`src/rtl/l3_pkg.sv`:
```
`default_nettype none
// +----------------------------------------------------------------------+
// | l3_pkg : opcodes, control-FSM state codes and instruction fields     |
// | Revision: 1.0                                                        |
// +----------------------------------------------------------------------+
package l3_pkg;
  localparam logic [2:0] c_op_load = 3'b000;
  localparam logic [2:0] c_op_mv   = 3'b001;
  localparam logic [2:0] c_op_sub  = 3'b010;
  localparam logic [2:0] c_op_add  = 3'b011;
  localparam logic [2:0] c_op_disp = 3'b100;
  localparam logic [2:0] c_op_rsvd = 3'b101;
  localparam logic [2:0] c_op_subi = 3'b110;
  localparam logic [2:0] c_op_addi = 3'b111;

  localparam logic [3:0] c_fsm_idle = 4'b0000;
  localparam logic [3:0] c_fsm_done = 4'b1000;

  localparam int c_iw      = 10;
  localparam int c_op_msb  = 9;
  localparam int c_op_lsb  = 7;
  localparam int c_ax_msb  = 6;
  localparam int c_ax_lsb  = 5;
  localparam int c_ay_msb  = 4;
  localparam int c_ay_lsb  = 3;
  localparam int c_imm_msb = 2;
  localparam int c_imm_lsb = 0;
endpackage
`default_nettype wire

```
`src/rtl/l3_prog_mem.sv`:
```
`default_nettype none
// +----------------------------------------------------------------------+
// | l3_prog_mem : DEPTH x DW program RAM, synchronous read, one writer   |
// | Revision: 1.0                                                        |
// +----------------------------------------------------------------------+
module l3_prog_mem #(
  parameter int DEPTH = 16,
  parameter int AW    = 4,
  parameter int DW    = 10
) (
  input  logic          clk,
  input  logic          we,
  input  logic [AW-1:0] waddr,
  input  logic [DW-1:0] wdata,
  input  logic [AW-1:0] raddr,
  output logic [DW-1:0] rdata
);
  logic [DW-1:0] r_mem [DEPTH];
  logic [DW-1:0] r_rdata;

  // No reset: program contents must survive a sequencer reset.
  always_ff @(posedge clk) begin
    if (we) begin
      r_mem[waddr] <= wdata;
    end
    r_rdata <= r_mem[raddr];
  end

  assign rdata = r_rdata;
endmodule
`default_nettype wire

```
`src/rtl/l3_sequencer.sv`:
```
`default_nettype none
// +----------------------------------------------------------------------+
// | l3_sequencer : instruction fetch/issue stage feeding the l3 control  |
// |                FSM through an execute/DONE/IDLE handshake            |
// | Revision: 1.0                                                        |
// +----------------------------------------------------------------------+
module l3_sequencer
  import l3_pkg::*;
#(
  parameter int DEPTH   = 16,
  parameter int AW      = 4,
  parameter int TIMEOUT = 15
) (
  input  logic          clk,
  input  logic          reset_n,
  input  logic          start,
  input  logic          prog_we,
  input  logic [AW-1:0] prog_addr,
  input  logic [9:0]    prog_data,
  input  logic [3:0]    fsm_state,
  output logic          execute,
  output logic [2:0]    operation,
  output logic [1:0]    addr_x,
  output logic [1:0]    addr_y,
  output logic [2:0]    imm,
  output logic [AW-1:0] pc,
  output logic          busy,
  output logic          halted,
  output logic          error
);
  localparam int c_tw = $clog2(TIMEOUT + 1);
  localparam logic [c_tw-1:0] c_timeout = c_tw'(TIMEOUT);
  localparam logic [AW-1:0]   c_pc_last = AW'(DEPTH - 1);

  localparam logic [2:0] c_st_idle    = 3'd0;
  localparam logic [2:0] c_st_fetch   = 3'd1;
  localparam logic [2:0] c_st_load_ir = 3'd2;
  localparam logic [2:0] c_st_issue   = 3'd3;
  localparam logic [2:0] c_st_rel     = 3'd4;
  localparam logic [2:0] c_st_halt    = 3'd5;
  localparam logic [2:0] c_st_err     = 3'd6;

  logic [2:0]      r_state;
  logic [AW-1:0]   r_pc;
  logic [c_iw-1:0] r_ir;
  logic [c_tw-1:0] r_timer;
  logic [c_iw-1:0] w_rdata;
  logic            w_busy;
  logic            w_mem_we;

  assign w_busy = (r_state == c_st_fetch) || (r_state == c_st_load_ir) ||
                  (r_state == c_st_issue) || (r_state == c_st_rel);
  assign w_mem_we = prog_we & ~w_busy;

  // The RAM reads pc every cycle; the word captured at the end of FETCH
  // is what LOAD_IR latches.
  l3_prog_mem #(
    .DEPTH(DEPTH),
    .AW   (AW),
    .DW   (c_iw)
  ) u_prog_mem (
    .clk  (clk),
    .we   (w_mem_we),
    .waddr(prog_addr),
    .wdata(prog_data),
    .raddr(r_pc),
    .rdata(w_rdata)
  );

  always_ff @(posedge clk or negedge reset_n) begin
    if (!reset_n) begin
      r_state <= c_st_idle;
      r_pc    <= '0;
      r_ir    <= '0;
      r_timer <= '0;
    end else begin
      case (r_state)
        c_st_idle: begin
          if (start) r_state <= c_st_fetch;
        end
        c_st_fetch: begin
          r_state <= c_st_load_ir;
        end
        c_st_load_ir: begin
          r_ir    <= w_rdata;
          r_timer <= '0;
          r_state <= (w_rdata[c_op_msb:c_op_lsb] == c_op_rsvd) ? c_st_halt : c_st_issue;
        end
        c_st_issue: begin
          if (r_timer != '1) r_timer <= r_timer + 1'b1;
          // DONE wins over a timeout landing on the same cycle.
          if (fsm_state == c_fsm_done) begin
            r_state <= c_st_rel;
          end else if (r_timer == c_timeout) begin
            r_state <= c_st_err;
          end
        end
        c_st_rel: begin
          if (fsm_state == c_fsm_idle) begin
            if (r_pc == c_pc_last) begin
              r_state <= c_st_halt;
            end else begin
              r_pc    <= r_pc + 1'b1;
              r_state <= c_st_fetch;
            end
          end
        end
        c_st_halt, c_st_err: begin
          if (start) begin
            r_pc    <= '0;
            r_state <= c_st_fetch;
          end
        end
        default: r_state <= c_st_idle;
      endcase
    end
  end

  assign execute   = (r_state == c_st_issue);
  assign operation = r_ir[c_op_msb:c_op_lsb];
  assign addr_x    = r_ir[c_ax_msb:c_ax_lsb];
  assign addr_y    = r_ir[c_ay_msb:c_ay_lsb];
  assign imm       = r_ir[c_imm_msb:c_imm_lsb];
  assign pc        = r_pc;
  assign busy      = w_busy;
  assign halted    = (r_state == c_st_halt);
  assign error     = (r_state == c_st_err);
endmodule
`default_nettype wire

```
`config.mk`:
```
export PLATFORM = sky130hd
export DESIGN_NAME = l3_sequencer
export DESIGN_NICKNAME = d
export VERILOG_FILES = /design/src/rtl/l3_pkg.sv /design/src/rtl/l3_prog_mem.sv /design/src/rtl/l3_sequencer.sv
export SDC_FILE = /design/constraint.sdc
export NUM_CORES = 1
export LEC_CHECK = 0
export ABC_AREA = 1
export BUFFER_PORTS_ARGS = -buffer_cell sky130_fd_sc_hd__buf_2
export CAP_MARGIN = 10
export CORE_MARGIN = 4
export CORE_UTILIZATION = 48
export CTS_CLUSTER_SIZE = 24
export DETAILED_ROUTE_END_ITERATION = 12
export GPL_TIMING_DRIVEN = 0
export PLACE_DENSITY = 0.66
export SYNTH_ARGS = -nofsm -noshare
export SYNTH_HDL_FRONTEND = slang
export SYNTH_HIERARCHICAL = 1
export SYNTH_SLANG_ARGS = --single-unit
```
`constraint.sdc`:
```
create_clock -name clk -period 1.7 [get_ports clk]
set_input_delay 0.51 -clock clk [delete_from_list [all_inputs] [get_ports clk]]
set_output_delay 0.51 -clock clk [all_outputs]
set_load 0.02 [all_outputs]
```
==> impl_metrics.tcl, run 1 <==
set metrics [dict create \
    result_of_the_run "finished, violations left" \
    violations "negative setup slack" \
    timing.slew.headroom_pct 64.46 \
    most_congested_layer_reported_by_global_routing "met2" \
    synthFlopType "sky130_fd_sc_hd__edfxtp_1" \
    ys_warn_count 6 \
    instances_no_fill 1163 \
    r2r-start "r_state[1]$_DFFE_PN0P_" \
    antenna_nets_post_route 0 \
    hpwl_um 12520 \
    io-pin-count 40 \
    groute.layer.met3.usage_pct 4.528 \
    synth_top_cells_by_area "sky130_fd_sc_hd__edfxtp_1 58%, sky130_fd_sc_hd__nand2_1 12%, sky130_fd_sc_hd__nand3_1 8.4%" \
    antenna_cells 0 \
    syn-num-nets 862 \
    floorplan.initialDensity_pct 49.62 \
    worst_setup_slack_for_register_to_register_paths_ps -160 \
    ir_drop_worst_case_vdd_mv 0.9063 \
    max_cap_viol_count 0 \
    post_drt_via_cell_ratio 4.990 \
    clockRootBuffer "sky130_fd_sc_hd__clkbuf_16" \
    dieWidth_um 139.6 \
    maxSlewViolCount 0 \
    io_buffers 39 \
    hold_path_class "in2async" \
    hold_viol_final 0 \
    cts.reportedPaths.clkPinSlew_ps 70 \
    cts_h_tree_depth 4 \
    netlist_top_cells_count "275 x sky130_fd_sc_hd__nand2_1, 160 x sky130_fd_sc_hd__edfxtp_1, 140 x sky130_fd_sc_hd__inv_1" \
    chipHeight_um 139.6 \
    avgSynthCellArea_sq_um 9.924 \
    gp_routability_congestion 0.9013 \
    worst_endpoint_required_time_ps 1190 \
    coreArea_sq_um 16760 \
    tightest_slew_ps 531.8 \
    first_iter_violations 545 \
    detailroute.via_count 5803 \
    final_period_utilization_pct 111.2 \
    clock.fmax_mhz 529.0 \
    synthDominantCellAreaShare_pct 57.77 \
    cts-buffers-inserted 17 \
    cts_max_path_buffers 2 \
    post-route-util_pct 60.17 \
    number_of_enable_type_register_cells_in_the_synthesized_netlist 160 \
    globalRoute.totalOverflow 0 \
    tritoncts "done" \
    clock_latency_ps 440 \
    grt_pass1_vias 5592 \
    synth-seq-cells 191 \
    period_needed_ps 1890 \
    mappedNetlistArea_sq_um 8317 \
    timing.final.setup_violations 164 \
    grt_pass1_wl_um 30390 \
    startpoint_type_of_the_worst_setup_path "flop" \
    grt_util_met1_pct 26.54 \
    first_pass_iters 4 \
    cp-end-kind "primary output" \
    die_area_sq_um 19500 \
    grt_antenna_before_repair 0 \
    worstReg2RegEnd "u_prog_mem/r_mem[4][2]$_DFFE_PP_" \
    synthToLayoutAreaGrowth_pct 21.26 \
    synthCells 838 \
    globalRouteTotalUtil_pct 20.67 \
    final.setup_skew_ps 7.400 \
    cp_data_arrival_time_ps 1380 \
    final_nets 954 \
    gr-usage-met2_pct 34.76 \
    grt_start_max_net_pins 22 \
    drc 0 \
    placed_cells 1097 \
    grt_setup_unrepaired "true" \
    synth.most_common_cell "sky130_fd_sc_hd__nand2_1" \
    synth_sequential_area_ratio_pct 66.50 \
    placementRows 47 \
    r2r_cells 7 \
    routed_wl_um 19480 \
    detail_route.wl_per_cell_um 16.75 \
    static-leakage-power_nw 4.437 \
    critical_path_class "reg2out" \
    async_reset_ff_share_pct 10.99 \
    cts.sinks 191 \
    hold_fix_buffer_count_after_cts 0 \
    cp_max_fo 6 \
    share_of_post_route_cells_with_drive_strength_above_1_pct 18.98 \
    cellPowerDensity_nw_per_um2 1434 \
    synth.largest_area_cell "sky130_fd_sc_hd__edfxtp_1" \
    worst_slack_ps -190.4 \
    netlist-cell-type-count 29 \
]
==> power by group <==
part / switching (mW) / internal, mW
registers: 0.265 / 5.51
logic: 3.02 / 1.62
clock network: 1.84 / 2.22
==> stage by stage <==
step                hold slack, ps  worst slack, ps  setup TNS (ps)  area (sq um)  power (mW)
floorplan                    214.4           -92.33           -5787          8431       8.636
global placement             412.7           -425.6          -46940          8901       9.925
detailed placement           416.0           -450.7          -53270          8901       10.00
CTS                          27.08           -192.9          -20570         10010       14.30
global route                 61.85           -239.6          -31760         10080       15.24
finish                       25.17           -190.4          -20250         10080       14.46
==> sequential cells by signal (all words and copies together), names as in the netlist <==
| signal | flops |
|---|---|
| pc | 4 |
| r_ir | 10 |
| r_state | 3 |
| r_timer | 4 |
| u_prog_mem/r_mem | 160 |
| u_prog_mem/rdata | 10 |
==> cell families after synthesis <==
kind of cell    share of synthesized area (%)
xor+xnor                               0.2107
mux                                    0.1204
flops                                   66.50
simple gates                            22.88
fa+ha+maj                              0.3008
buf+inv                                 9.207
compound gates                         0.7823
==> cell type report <==
class                   instances  area (sq um)
fillers                      1353          6675
flip-flops and latches        191          5538
multi-input cells             470          2242
repair buffers                 72         661.9
inverters                     145         549.3
clock buffers                  17         425.4
well taps                     220         275.3
plain buffers                  33         216.5
clock inverters                15         176.4
==> cells in the final DEF (no fill, tap or decap), types with 2 or more instances in the layout <==
cell type                   instances
sky130_fd_sc_hd__nand2_2            4
sky130_fd_sc_hd__buf_12            14
sky130_fd_sc_hd__nand2_1          272
sky130_fd_sc_hd__dfrtp_1           15
sky130_fd_sc_hd__nor2_1            12
sky130_fd_sc_hd__edfxtp_1         160
sky130_fd_sc_hd__o21ai_0            6
sky130_fd_sc_hd__bufinv_16          2
sky130_fd_sc_hd__dfxtp_1           10
sky130_fd_sc_hd__nand3b_1           2
sky130_fd_sc_hd__inv_1            137
sky130_fd_sc_hd__buf_6             17
sky130_fd_sc_hd__inv_8              3
sky130_fd_sc_hd__ha_1               2
sky130_fd_sc_hd__nand2_4            2
sky130_fd_sc_hd__buf_2             51
sky130_fd_sc_hd__clkbuf_16         17
sky130_fd_sc_hd__nand3_1          134
sky130_fd_sc_hd__xor2_1             2
sky130_fd_sc_hd__clkbuf_1           4
sky130_fd_sc_hd__nand3_2            4
sky130_fd_sc_hd__inv_6              4
sky130_fd_sc_hd__nor2_4            20
sky130_fd_sc_hd__clkinv_4           5
sky130_fd_sc_hd__inv_2              6
sky130_fd_sc_hd__buf_4             17
sky130_fd_sc_hd__dfrtp_2            6
==> routing by layer <==
layer / wire [um] / vias up
met5: 0 / -
met1: 8108 / 2752
met3: 1237 / 24
met2: 9796 / 152
li1: - / 2875
met4: 334 / 0
==> critical path, stage by stage, from the launching register on <==
cell and delay, ps:
sky130_fd_sc_hd__dfrtp_2 480, sky130_fd_sc_hd__buf_4 170, sky130_fd_sc_hd__nand3_2 100, sky130_fd_sc_hd__inv_1 50, sky130_fd_sc_hd__buf_4 150
==> what timing repair did <==
item,in CTS,in global routing
buffers inserted,27,6
cloned,1,0
gates resized for setup,32,8
setup endpoints to repair,165,173
pin swaps,22,10
==> worst max path at each step <==
| stage | slack [ps] | depth (start not counted) | endpoint | startpoint |
|---|---|---|---|---|
| 6_report | -190 | 4 | error | r_state[1]$_DFFE_PN0P_ |
| 5_1_grt | -240 | 7 | u_prog_mem/r_mem[4][3]$_DFFE_PP_ | r_state[1]$_DFFE_PN0P_ |
| 4_1_cts | -190 | 4 | busy | r_state[1]$_DFFE_PN0P_ |
| 3_5_place_dp | -450 | 6 | u_prog_mem/r_mem[5][1]$_DFFE_PP_ | r_state[1]$_DFFE_PN0P_ |
| 3_3_place_gp | -430 | 6 | u_prog_mem/r_mem[5][1]$_DFFE_PP_ | r_state[1]$_DFFE_PN0P_ |
| 2_1_floorplan | -90 | 5 | u_prog_mem/r_mem[10][0]$_DFFE_PP_ | r_state[0]$_DFFE_PN0P_ |
No activity file was read; power rests on OpenSTA's default activity.
==> run 2: changes to the inputs <==
- ABC_AREA: 1 -> 0
- PLACE_DENSITY: 0.66 -> 0.67
==> run 2 against run 1 <==
  * The flow still finishes with violations (negative setup slack)
  * Power decreased by 11%
  * Synthesized area is 11% lower
  * Register-to-register slack got worse by 180 ps
  * Fmax shrank 7.5%
  * Clock skew up 0.64 ps
  * Synthesized cell count decreased by 55%
  * Critical path type is now reg2reg
  * Critical endpoint is now u_prog_mem/r_mem[0][1]$_DFFE_PP_
  * Largest cell class unchanged
  * Largest power group unchanged
  * Highest routed layer unchanged
==> impl_metrics.tcl, run 2 <==
set metrics [dict create \
    placed_cell_area_sq_um 8019 \
    worst_slack_ps -343.8 \
    chipHeight_um 132.5 \
    drc 0 \
    final.setup_skew_ps 8.044 \
    hpwl_um 9692 \
    layout.cells.most_common "sky130_fd_sc_hd__edfxtp_1" \
    grt_start_max_net_pins 22 \
    globalRoute.totalOverflow 0 \
    synth.largest_area_cell "sky130_fd_sc_hd__edfxtp_1" \
    cp-end-kind "flop" \
    synthToLayoutAreaGrowth_pct 27.28 \
    cts-buffers-inserted 17 \
    cts_h_tree_depth 4 \
    cp_data_arrival_time_ps 2190 \
    timing.final.setup_violations 168 \
    clock.fmax_mhz 489.3 \
    synth.most_common_cell "sky130_fd_sc_hd__edfxtp_1" \
    pre_cts_ws_ps -764.7 \
    cts.reportedPaths.clkPinSlew_ps 70 \
    coreArea_sq_um 15200 \
    final_nets 510 \
    detail_route.wl_per_cell_um 23.93 \
    cp_slowest_stage_delay_ps 480 \
    antenna_nets_post_route 0 \
    tritoncts "done" \
    finalInstanceArea_sq_um 9474 \
    timing.critical_path.max_delay_family "simple AND/OR/NAND/NOR gates" \
    cellPowerDensity_nw_per_um2 1352 \
    crit_path_top_delay_cell "sky130_fd_sc_hd__or3b_4" \
    grt_setup_unrepaired "true" \
    async_reset_ff_share_pct 10.99 \
    path_buf_inv 2 \
    synth_sequential_area_ratio_pct 74.30 \
    period_needed_ps 2044 \
    hold_path_class "in2async" \
    detailroute.via_count 4053 \
    cts_max_path_buffers 2 \
    hold_fix_buffer_count_after_cts 0 \
    max_flop_register "u_prog_mem/r_mem" \
    synthDominantCellAreaShare_pct 64.55 \
    gp_routability_congestion 0.8224 \
    timing.critical_path.cells "buf_6 -> xnor2_4 -> nor2b_4 -> or3b_4 -> nor3_4 -> buf_12" \
    ys_warn_count 6 \
    ir_drop_worst_case_vdd_mv 0.8219 \
    grt_antenna_before_repair 0 \
    tightest_slew_ps 863.8 \
    finalSetupTns_ps -41190 \
    io-pin-count 40 \
    netlist-cell-type-count 45 \
    first_iter_violations 377 \
    syn-num-nets 405 \
    worst_endpoint_required_time_ps 1850 \
    placementRows 45 \
    share_of_post_route_cells_with_drive_strength_above_1_pct 44.09 \
    placed_cells 608 \
    synth-seq-cells 191 \
    cp_max_fo 10 \
    floorplan.initialDensity_pct 48.96 \
    static-leakage-power_nw 3.231 \
    result_of_the_run "finished, violations left" \
    avgSynthCellArea_sq_um 19.54 \
    post-route-util_pct 62.32 \
    synthFlopType "sky130_fd_sc_hd__edfxtp_1" \
    netlist_top_cells_count "160 x sky130_fd_sc_hd__edfxtp_1, 28 x sky130_fd_sc_hd__mux4_2, 21 x sky130_fd_sc_hd__dfrtp_1" \
    hold_viol_final 0 \
    holdWs_ps 23.17 \
    die_area_sq_um 17560 \
    critical_path_class "reg2reg" \
    design_power_total_mw 12.81 \
    globalRouteTotalUtil_pct 19.14 \
    max_cap_viol_count 0 \
    post_drt_via_cell_ratio 5.900 \
    violations "negative setup slack" \
    instances_no_fill 687 \
    mappedNetlistArea_sq_um 7443 \
    cts.sinks 191 \
    most_used_cells_in_the_layout_excluding_fill_and_tap_cells "160 x sky130_fd_sc_hd__edfxtp_1, 37 x sky130_fd_sc_hd__buf_2, 35 x sky130_fd_sc_hd__mux4_2" \
    grt_pass1_wl_um 24720 \
    clock_latency_ps 430 \
    dieWidth_um 132.5 \
    routed_wl_um 16440 \
    startpoint_type_of_the_worst_setup_path "flop" \
    grt_pass1_vias 4021 \
    synth_top_cells_by_area "sky130_fd_sc_hd__edfxtp_1 65%, sky130_fd_sc_hd__mux4_2 8.5%, sky130_fd_sc_hd__dfrtp_1 7.1%" \
    largest_reg_flops 160 \
    antenna_cells 0 \
    first_pass_iters 4 \
    timing.slew.headroom_pct 42.20 \
    synthCells 381 \
    number_of_enable_type_register_cells_in_the_synthesized_netlist 160 \
    maxSlewViolCount 0 \
    io_buffers 39 \
    final_period_utilization_pct 120.2 \
    clockRootBuffer "sky130_fd_sc_hd__clkbuf_16" \
]
## run 2: cell count changes after synthesis, sizes merged, moves of 11 or more
cell	delta
buf	-15
nand2	-260
a22oi	+20
inv	-141
nand3	-135
mux4	+40
mux2	+11
## run 2: power by group
group / switching (mW) / leakage (nW) / internal (mW)
clock network: 1.87 / 0.286 / 2.10
logic: 1.57 / 1.16 / 1.66
registers: 0.195 / 1.78 / 5.42
total: 3.63 / 3.23 / 9.18
## run 2: layout make-up
class	instances	area (sq um)
multi-input combinational	171	2024
inverter	3	13.76
clock buffer	17	425.4
clock inverter	15	167.7
fill	1044	5728
timing repair buffer	88	925.9
tap	188	235.2
buffer	14	146.4
sequential	191	5535
## run 2: path summary, 6_finish.rpt
kind | to | startpoint | cells past startpoint | slack (ps)
min in group clk | r_ir[2]$_DFFE_PN0P_ | u_prog_mem/rdata[2]$_DFF_P_ | 1 | 460
worst min register to register | r_ir[2]$_DFFE_PN0P_ | u_prog_mem/rdata[2]$_DFF_P_ | 1 | 460
worst max-delay path | u_prog_mem/r_mem[0][1]$_DFFE_PP_ | r_state[2]$_DFFE_PN0P_ | 6 | -340
worst min-delay path | r_ir[8]$_DFFE_PN0P_ | reset_n | 1 | 20
worst max register to register | u_prog_mem/r_mem[0][1]$_DFFE_PP_ | r_state[2]$_DFFE_PN0P_ | 6 | -340
max in group asynchronous | pc[1]$_DFFE_PN0P_ | reset_n | 1 | 1330
## run 2: kinds of logic (layout without fill, tap and decap cells)
kind of cell,count (synthesis),count (layout),synth area share [%]
simple gates,71,71,4.774
mux,52,52,14.51
xor+xnor,4,4,0.4708
fa+ha+maj,3,3,0.4706
compound gates,41,41,3.883
flops,191,191,74.30
buf+inv,19,137,1.597
## run 2: what timing repair did
| action | CTS | global route |
|---|---|---|
| setup endpoints to repair | 175 | 187 |
| buffers inserted | 36 | 10 |
| endpoints found under the hold margin | 0 | 0 |
| resized for setup | 56 | 31 |
| pin swaps | 26 | 14 |
| gates cloned | 2 | 4 |
## run 2: layer usage
layer	vias to the layer above	track usage (%)	routed length, um
li1	1766	-	-
met1	2130	27.01	6920
met2	136	30.46	8349
met3	21	4.183	960
met4	0	5.485	213
met5	-	0	0
